==> src/rtl/mem_access_unit.sv <==
// mem_access_unit: sequences one byte/halfword/word load or store onto the
// synchronous data RAM; word loads are rotated, sub-word loads extended.
module mem_access_unit #(
    parameter int ADDR_WIDTH = 14,
    parameter int DATA_WIDTH = 32
) (
    input  logic                  clk,
    input  logic                  rst,
    input  logic                  req_valid,
    output logic                  req_ready,
    input  logic                  req_write,
    input  logic [31:0]           req_addr,
    input  logic [1:0]            req_size,
    input  logic                  req_signed,
    input  logic [DATA_WIDTH-1:0] req_wdata,
    output logic                  resp_valid,
    input  logic                  resp_ready,
    output logic [DATA_WIDTH-1:0] resp_rdata,
    output logic                  resp_fault,
    output logic [ADDR_WIDTH-1:0] ram_address,
    output logic [DATA_WIDTH-1:0] ram_data_input,
    input  logic [DATA_WIDTH-1:0] ram_data_output,
    output logic                  ram_cs,
    output logic                  ram_we,
    output logic                  ram_oe,
    output logic [1:0]            ram_data_size
);

    typedef enum logic [2:0] {
        IDLE, RD_ISSUE, RD_CAPTURE, WR_ISSUE, RESP
    } state_e;

    state_e state_q, state_d;

    logic                  write_q;
    logic [ADDR_WIDTH-1:0] addr_q;
    logic [1:0]            size_q;
    logic                  signed_q;
    logic [DATA_WIDTH-1:0] wdata_q;

    logic                  cs_q, cs_d;
    logic                  we_q, we_d;
    logic                  oe_q, oe_d;
    logic [ADDR_WIDTH-1:0] ram_addr_q, ram_addr_d;
    logic [DATA_WIDTH-1:0] ram_wdata_q, ram_wdata_d;
    logic [1:0]            ram_size_q, ram_size_d;
    logic                  resp_valid_q, resp_valid_d;
    logic [DATA_WIDTH-1:0] rdata_q, rdata_d;
    logic                  fault_q, fault_d;

    logic                  accept;
    logic                  req_fault;
    logic                  cur_write;
    logic [ADDR_WIDTH-1:0] cur_addr;
    logic [1:0]            cur_size;
    logic [DATA_WIDTH-1:0] cur_wdata;
    logic [ADDR_WIDTH-1:0] eff_addr;
    logic [1:0]            size_code;
    logic [4:0]            rot_sh;
    logic [DATA_WIDTH-1:0] rot_w;
    logic [DATA_WIDTH-1:0] rd_fmt;

    assign req_ready = (state_q == IDLE);
    assign accept    = req_valid && (state_q == IDLE);

    assign req_fault = (req_size == 2'b11)
                     | ((req_size == 2'b01) & req_addr[0])
                     | ((req_addr >> ADDR_WIDTH) != 32'd0);

    // RAM controls are registered, so the issue cycle must see the incoming request
    assign cur_write = accept ? req_write : write_q;
    assign cur_addr  = accept ? req_addr[ADDR_WIDTH-1:0] : addr_q;
    assign cur_size  = accept ? req_size : size_q;
    assign cur_wdata = accept ? req_wdata : wdata_q;

    always_comb begin
        eff_addr = cur_addr;
        if (cur_size == 2'b10) eff_addr[1:0] = 2'b00;
    end

    always_comb begin
        unique case (cur_size)
            2'b00:   size_code = 2'b00;
            2'b01:   size_code = 2'b10;
            default: size_code = 2'b11;
        endcase
    end

    assign rot_sh = {addr_q[1:0], 3'b000};
    assign rot_w  = DATA_WIDTH'({ram_data_output, ram_data_output} >> rot_sh);

    always_comb begin
        unique case (size_q)
            2'b00: rd_fmt = {{(DATA_WIDTH-8){signed_q & ram_data_output[7]}},
                             ram_data_output[7:0]};
            2'b01: rd_fmt = {{(DATA_WIDTH-16){signed_q & ram_data_output[15]}},
                             ram_data_output[15:0]};
            default: rd_fmt = rot_w;
        endcase
    end

    always_comb begin
        state_d = state_q;
        unique case (state_q)
            IDLE: begin
                if (req_valid) begin
                    if (req_fault)      state_d = RESP;
                    else if (req_write) state_d = WR_ISSUE;
                    else                state_d = RD_ISSUE;
                end
            end
            RD_ISSUE:   state_d = RD_CAPTURE;
            RD_CAPTURE: state_d = RESP;
            WR_ISSUE:   state_d = RESP;
            RESP:       if (resp_ready) state_d = IDLE;
            default:    state_d = IDLE;
        endcase
    end

    always_comb begin
        cs_d         = (state_d == RD_ISSUE) || (state_d == RD_CAPTURE)
                    || (state_d == WR_ISSUE);
        we_d         = cs_d && cur_write;
        oe_d         = cs_d && !cur_write;
        ram_addr_d   = cs_d ? eff_addr : '0;
        ram_size_d   = cs_d ? size_code : 2'b00;
        ram_wdata_d  = we_d ? cur_wdata : '0;
        resp_valid_d = (state_d == RESP);
        rdata_d      = '0;
        fault_d      = 1'b0;
        if (state_d == RESP) begin
            rdata_d = (state_q == RD_CAPTURE) ? rd_fmt : rdata_q;
            fault_d = (state_q == IDLE) || fault_q;
        end
    end

    always_ff @(posedge clk) begin
        if (rst) begin
            state_q      <= IDLE;
            write_q      <= 1'b0;
            addr_q       <= '0;
            size_q       <= 2'b00;
            signed_q     <= 1'b0;
            wdata_q      <= '0;
            cs_q         <= 1'b0;
            we_q         <= 1'b0;
            oe_q         <= 1'b0;
            ram_addr_q   <= '0;
            ram_wdata_q  <= '0;
            ram_size_q   <= 2'b00;
            resp_valid_q <= 1'b0;
            rdata_q      <= '0;
            fault_q      <= 1'b0;
        end else begin
            state_q <= state_d;
            if (accept) begin
                write_q  <= req_write;
                addr_q   <= req_addr[ADDR_WIDTH-1:0];
                size_q   <= req_size;
                signed_q <= req_signed;
                wdata_q  <= req_wdata;
            end
            cs_q         <= cs_d;
            we_q         <= we_d;
            oe_q         <= oe_d;
            ram_addr_q   <= ram_addr_d;
            ram_wdata_q  <= ram_wdata_d;
            ram_size_q   <= ram_size_d;
            resp_valid_q <= resp_valid_d;
            rdata_q      <= rdata_d;
            fault_q      <= fault_d;
        end
    end

    assign ram_cs         = cs_q;
    assign ram_we         = we_q;
    assign ram_oe         = oe_q;
    assign ram_address    = ram_addr_q;
    assign ram_data_input = ram_wdata_q;
    assign ram_data_size  = ram_size_q;
    assign resp_valid     = resp_valid_q;
    assign resp_rdata     = rdata_q;
    assign resp_fault     = fault_q;

endmodule
==> config.mk <==
export PLATFORM = sky130hd
export DESIGN_NAME = mem_access_unit
export DESIGN_NICKNAME = d
export VERILOG_FILES = /design/src/rtl/mem_access_unit.sv
export SDC_FILE = /design/constraint.sdc
export NUM_CORES = 1
export LEC_CHECK = 0
export BUFFER_PORTS_ARGS = -buffer_cell sky130_fd_sc_hd__buf_2
export CORE_MARGIN = 1.5
export CORE_UTILIZATION = 45
export DETAILED_ROUTE_END_ITERATION = 12
export GPL_ROUTABILITY_DRIVEN = 0
export PLACE_DENSITY = 0.79
export SLEW_MARGIN = 40
export SYNTH_ARGS = -nofsm -noshare
export SYNTH_HDL_FRONTEND = slang
export SYNTH_SLANG_ARGS = --single-unit
==> constraint.sdc <==
create_clock -name clk -period 1.8 [get_ports clk]
set_clock_uncertainty 0.1 [all_clocks]
set_input_delay 0.09 -clock clk [delete_from_list [all_inputs] [get_ports clk]]
set_output_delay 0.09 -clock clk [all_outputs]
set_load 0.005 [all_outputs]
* After elaboration in Yosys (flattened, before gate mapping)
Index checks and enable logic that the tools add are counted.
** Operators by class
- Equality and inequality tests :: 13
- Shift operators :: 1
- Multiplexer cells :: 11
- Bitwise gates (word level) :: 8
- Reductions and logical operators :: 16
** Operators with widths (count)
- $pmux W32 S2 :: 1
- $shr A64 B5 Y32 :: 1
- $mux W32 :: 1
- $reduce_bool A32 Y1 :: 1
- $mux W14 :: 1
- $eq A3 B2 Y1 const B :: 4
- $pmux W3 S4 :: 1
- $mux W3 :: 3
- $reduce_or A2 Y1 :: 4
- $eq A2 B1 Y1 const B :: 3
- $eq A3 B1 Y1 const B :: 2
- $eq A3 B3 Y1 const B :: 2
- $eq A2 B2 Y1 const B :: 2
- $logic_not A2 Y1 :: 2
- $mux W2 :: 2
- $pmux W2 S2 :: 1
- $and A1 B1 Y1 :: 3
- $logic_and A1 B1 Y1 :: 3
- $logic_not A3 Y1 :: 1
- $logic_or A1 B1 Y1 :: 3
- $not A1 Y1 :: 3
- $reduce_or A3 Y1 :: 1
- $or A1 B1 Y1 :: 2
- $logic_not A1 Y1 :: 1
- $mux W1 :: 1
** Word-level totals
- Bits in registers :: 138
- Input port bits :: 104
- Output and inout bits :: 86
- Logic and storage cells :: 65

* Depth between registers and ports, before layout
- Word-level depth :: 13
- Depth in mapped cells :: 7
- Depth with buffers taken out :: 5

* Worst setup path before layout
OpenSTA, ideal clock, no wires.
- Path type :: reg2reg
- Start :: register addr_q[0]
- End :: register rdata_q[14] (netlist: resp_rdata[14])
- Setup time :: 124 ps
- Data arrival time :: 1638 ps
- Required time :: 1576 ps
- Slack :: -61 ps
- Stages on the path, launching flop included :: 7
- Path buffers :: 2
- Period minus slack after synthesis :: 1861 ps
- Cells stage by stage :: dfxtp_1 -> clkbuf_1 -> buf_2 -> mux2_2 -> mux2_2 -> a222oi_1 -> nor2_1
** Between the ends
- Word-level cells in the longest chain between the ends :: 2
** Ends and longest elaborated chain
- start: declaration :: line 36 : logic [ADDR_WIDTH-1:0] addr_q;
- start signal: assignment :: line 158 : addr_q <= req_addr[ADDR_WIDTH-1:0];
- $shr A64 B5 Y32 :: line 90 : assign rot_w = DATA_WIDTH'({ram_data_output, ram_data_output} >> rot_sh);
- $pmux W32 S2 :: line 93 : unique case (size_q)
- end signal: assignment :: line 170 : rdata_q <= rdata_d;
- end: declaration :: line 48 : logic [DATA_WIDTH-1:0] rdata_q, rdata_d;
Every way passes these cells.
A chain may end at the register's enable or synchronous reset.

* Final worst setup path
- Start :: register state_q[2]
- End :: register wdata_q[17]
** Between the ends
- Word-level cells in the longest chain between the ends :: 3
** Ends and longest elaborated chain
- start: declaration :: line 33 : state_e state_q, state_d;
- start signal: assignment :: line 155 : state_q <= state_d;
- $logic_not A3 Y1 :: line 64 : assign accept = req_valid && (state_q == IDLE);
- $logic_and A1 B1 Y1 :: line 64
- $mux W32
- end signal: assignment :: line 161 : wdata_q <= req_wdata;
- end: declaration :: line 39 : logic [DATA_WIDTH-1:0] wdata_q;
Every way passes these cells.

==> qor.yml <==
global_routing:
  grtUsageTotal_pct: 27.2
  grt_pass1_wl_um: 27700
  overflow: 0
  grt_pass1_vias: 5682
  grt_max_degree: 43
  antenna_found_initial: 1
logic_synthesis:
  synth_edf_count: 0
  synth_top_area_cell: "dfxtp_1"
  synth_most_common_cell: "dfxtp_1"
  synth_area_leaders: "dfxtp_1, mux2_2, mux2i_1"
  mappedNetlistNets: 681
  ys_seq_area_share_pct: 49.1
  synth_flop_cell: "dfxtp_1"
  ys_types: 44
  synthDominantCellAreaShare_pct: 49.1
  ys_ff_latch: 138
  synth_common_cells: "dfxtp_1, nand2_1, nor2_1"
  yosysWarnings: 0
  syn_inst: 577
  async_flop_share_pct: 0
  avgSynthCellArea_sq_um: 9.75
  netlist_area_sq_um: 5630
clocking:
  clk_latency_ps: 430
  h-tree-depth: 4
  clkSinkCount: 138
  clkTransAtPathRegs_ps: 70
  cts_tree: "built"
  clockRootBuffer: "clkbuf_16"
  cts_buffer_depth: 2
  cts_made_buffers: 17
floorplanning:
  std_cell_rows: 40
  fp.dieW_um: 115
  die_area_sq_um: 13200
  initial_core_util_pct: 46.5
  fp.dieH_um: 115
  io-pin-count: 190
  coreArea_sq_um: 12100
finish:
  nFillCells: 829
  final_util_pct: 72.9
  final_layout_size_suffix_gt1_share_pct: 46.0
  area_delta_synth_final_pct: 56.9
  fin_nets: 941
worst_setup_path:
  cp_num_cells: 7
  path_common_cell: "buf_6"
  crit_type: "reg2reg"
  path_max_fanout: 6
  cp-start-kind: "register"
  cpMaxStageDelayCell: "nor4b_4"
  cp.arrival_ps: 2070
  cpPeakStageDelay_ps: 350
  worst-endpoint-required_ps: 2000
  crit_buf_inv: 4
  endpoint_kind: "register"
  critPathTopFamily: "buffers and inverters"
  r2r_cells: 7
  path_cells: "buf_6 -> nor4b_4 -> buf_4 -> buf_6 -> clkbuf_16 -> mux2i_4 -> nor2_1"
min_path:
  hold_class: "in2reg"
  hold_depth: 4
placed_design:
  numPortBuffers: 189
  post-dp-hpwl_um: 11300
  place_ws_ps: -55.4
sta:
  min_period_ps: 1870
  holdWs_ps: 8.75
  fmax_mhz: 533
  finalHoldViolCount: 0
  tightest_slew_ps: 544
  rsz0062_at_grt: "yes"
  setup_viol: 16
  slew_headroom_pct: 63.2
  timing.final.ws_setup_ps: -74.8
  finalCritPeriodShare_pct: 104
  final_max_slew_viol_count: 0
power:
  total_leakage_power_uw: 0.00382
  internal_power_uw: 6010
  power_switching_uw: 2020
  power_density_nw_per_um2: 909
  netSwitchingFraction_pct: 25.2
  combPwrFrac_pct: 13.8
  seq_power_share_pct: 39.7
  max-vdd-ir-drop_v: 0.000778
  clkPwrFrac_pct: 46.5
routing:
  wl_um: 19900
  vias: 5779
  drc: 0
  wl_per_cell_um: 19.5
  drt_iter0_markers: 577
  dr.pass1.iters: 5
  via_per_inst: 5.67
  drt.antenna.violating_nets: 0
run:
  drv_cap: 0
status:
  violations: "negative setup slack"
  status: "complete, but fails checks"
[power groups by stage]
stage / clock network, uW / registers (uW) / logic, uW
6_report: 3730 / 3180 / 1110
5_1_grt: 3890 / 3190 / 1170
4_1_cts: 3730 / 3170 / 873
3_5_place_dp: 0 / 3230 / 733
3_3_place_gp: 0 / 3220 / 703
2_1_floorplan: 0 / 3210 / 461
[final timing paths]
check,from,endpoint,slack (ps)
max,state_q[2]$_SDFF_PP0_,wdata_q[17]$_SDFF_PP0_,-70
min,req_addr[20],state_q[0]$_SDFF_PP0_,9
max reg2reg,state_q[2]$_SDFF_PP0_,wdata_q[17]$_SDFF_PP0_,-70
min reg2reg,addr_q[12]$_SDFF_PP0_,addr_q[12]$_SDFF_PP0_,350
[cells by family after synthesis]
family | share of synthesized area [%]
compound gates | 11.7
mux | 12.3
buf+inv | 4.94
simple gates | 22.0
flops | 49.1
[cell usage in the layout (no fill, tap or decap), types with 10 or more instances in the layout]
cell type      netlist  layout
a221oi_2             0      10
buf_4                3      25
nor4_2              20      21
nor2_1              64      63
dlygate4sd3_1        0      56
mux2i_2              0      10
mux2i_4              1      17
dfxtp_1            138     134
mux2_2              32      27
a21oi_1             31      30
buf_2               18     189
nor3_1              21      20
buf_12               0      10
and3_1              13      13
nand2_1             77      76
clkbuf_16            0      21
[area by class of cell]
class                      count  area [sq um]  share of cell area (%)
antenna                        1          2.50                  0.0283
clock buffer                  19           433                    4.90
clock inverter                13           194                    2.20
inverter                       4          15.0                   0.170
multi-input combinational    385          3110                    35.2
sequential                   138          2770                    31.4
tap                          168           210                    2.38
timing repair buffer         291          2090                    23.7
[metal layers]
| metal | GRT usage [%] | up-vias | share of wire (%) |
|---|---|---|---|
| met5 | 0 | - | 0 |
| met4 | 15.6 | 0 | 4.9 |
| met3 | 7.22 | 98 | 7.7 |
| met2 | 48.3 | 353 | 51 |
| met1 | 29.5 | 2723 | 37 |
| li1 | - | 2605 | - |
[per-stage QoR]
stage	total power [uW]	setup TNS, ps	cells	area (sq um)
after floorplan	3680	0	577	5650
after global placement	3930	0	917	6890
after detailed placement	3960	-229	917	6890
after CTS	7770	-238	1007	8190
after global routing	8250	-2170	1019	8830
final	8030	-350	1019	8830
[sequential cells by signal, summed over array words and instances (netlist names), 2 cells and up]
signal,cells
addr_q,14
ram_address,14
ram_data_input,32
ram_data_size,2
resp_rdata,32
size_q,2
state_q,3
wdata_q,32
[what timing repair did]
| item | CTS | global route |
|---|---|---|
| cloned | 1 | 7 |
| buffers inserted | 1 | 4 |
| pin swaps | 1 | 9 |
| gates resized for setup | 17 | 85 |
| hold buffers | 56 | 0 |
| setup endpoints to repair | 32 | 99 |
| endpoints found under the hold margin | 103 | 0 |
[worst min-delay path, cell delays in order]
cell and delay, ps:
buf_2 70, nor2_1 30, nand4_1 200, nor4_1 90
No activity file was read; power rests on OpenSTA's default activity.
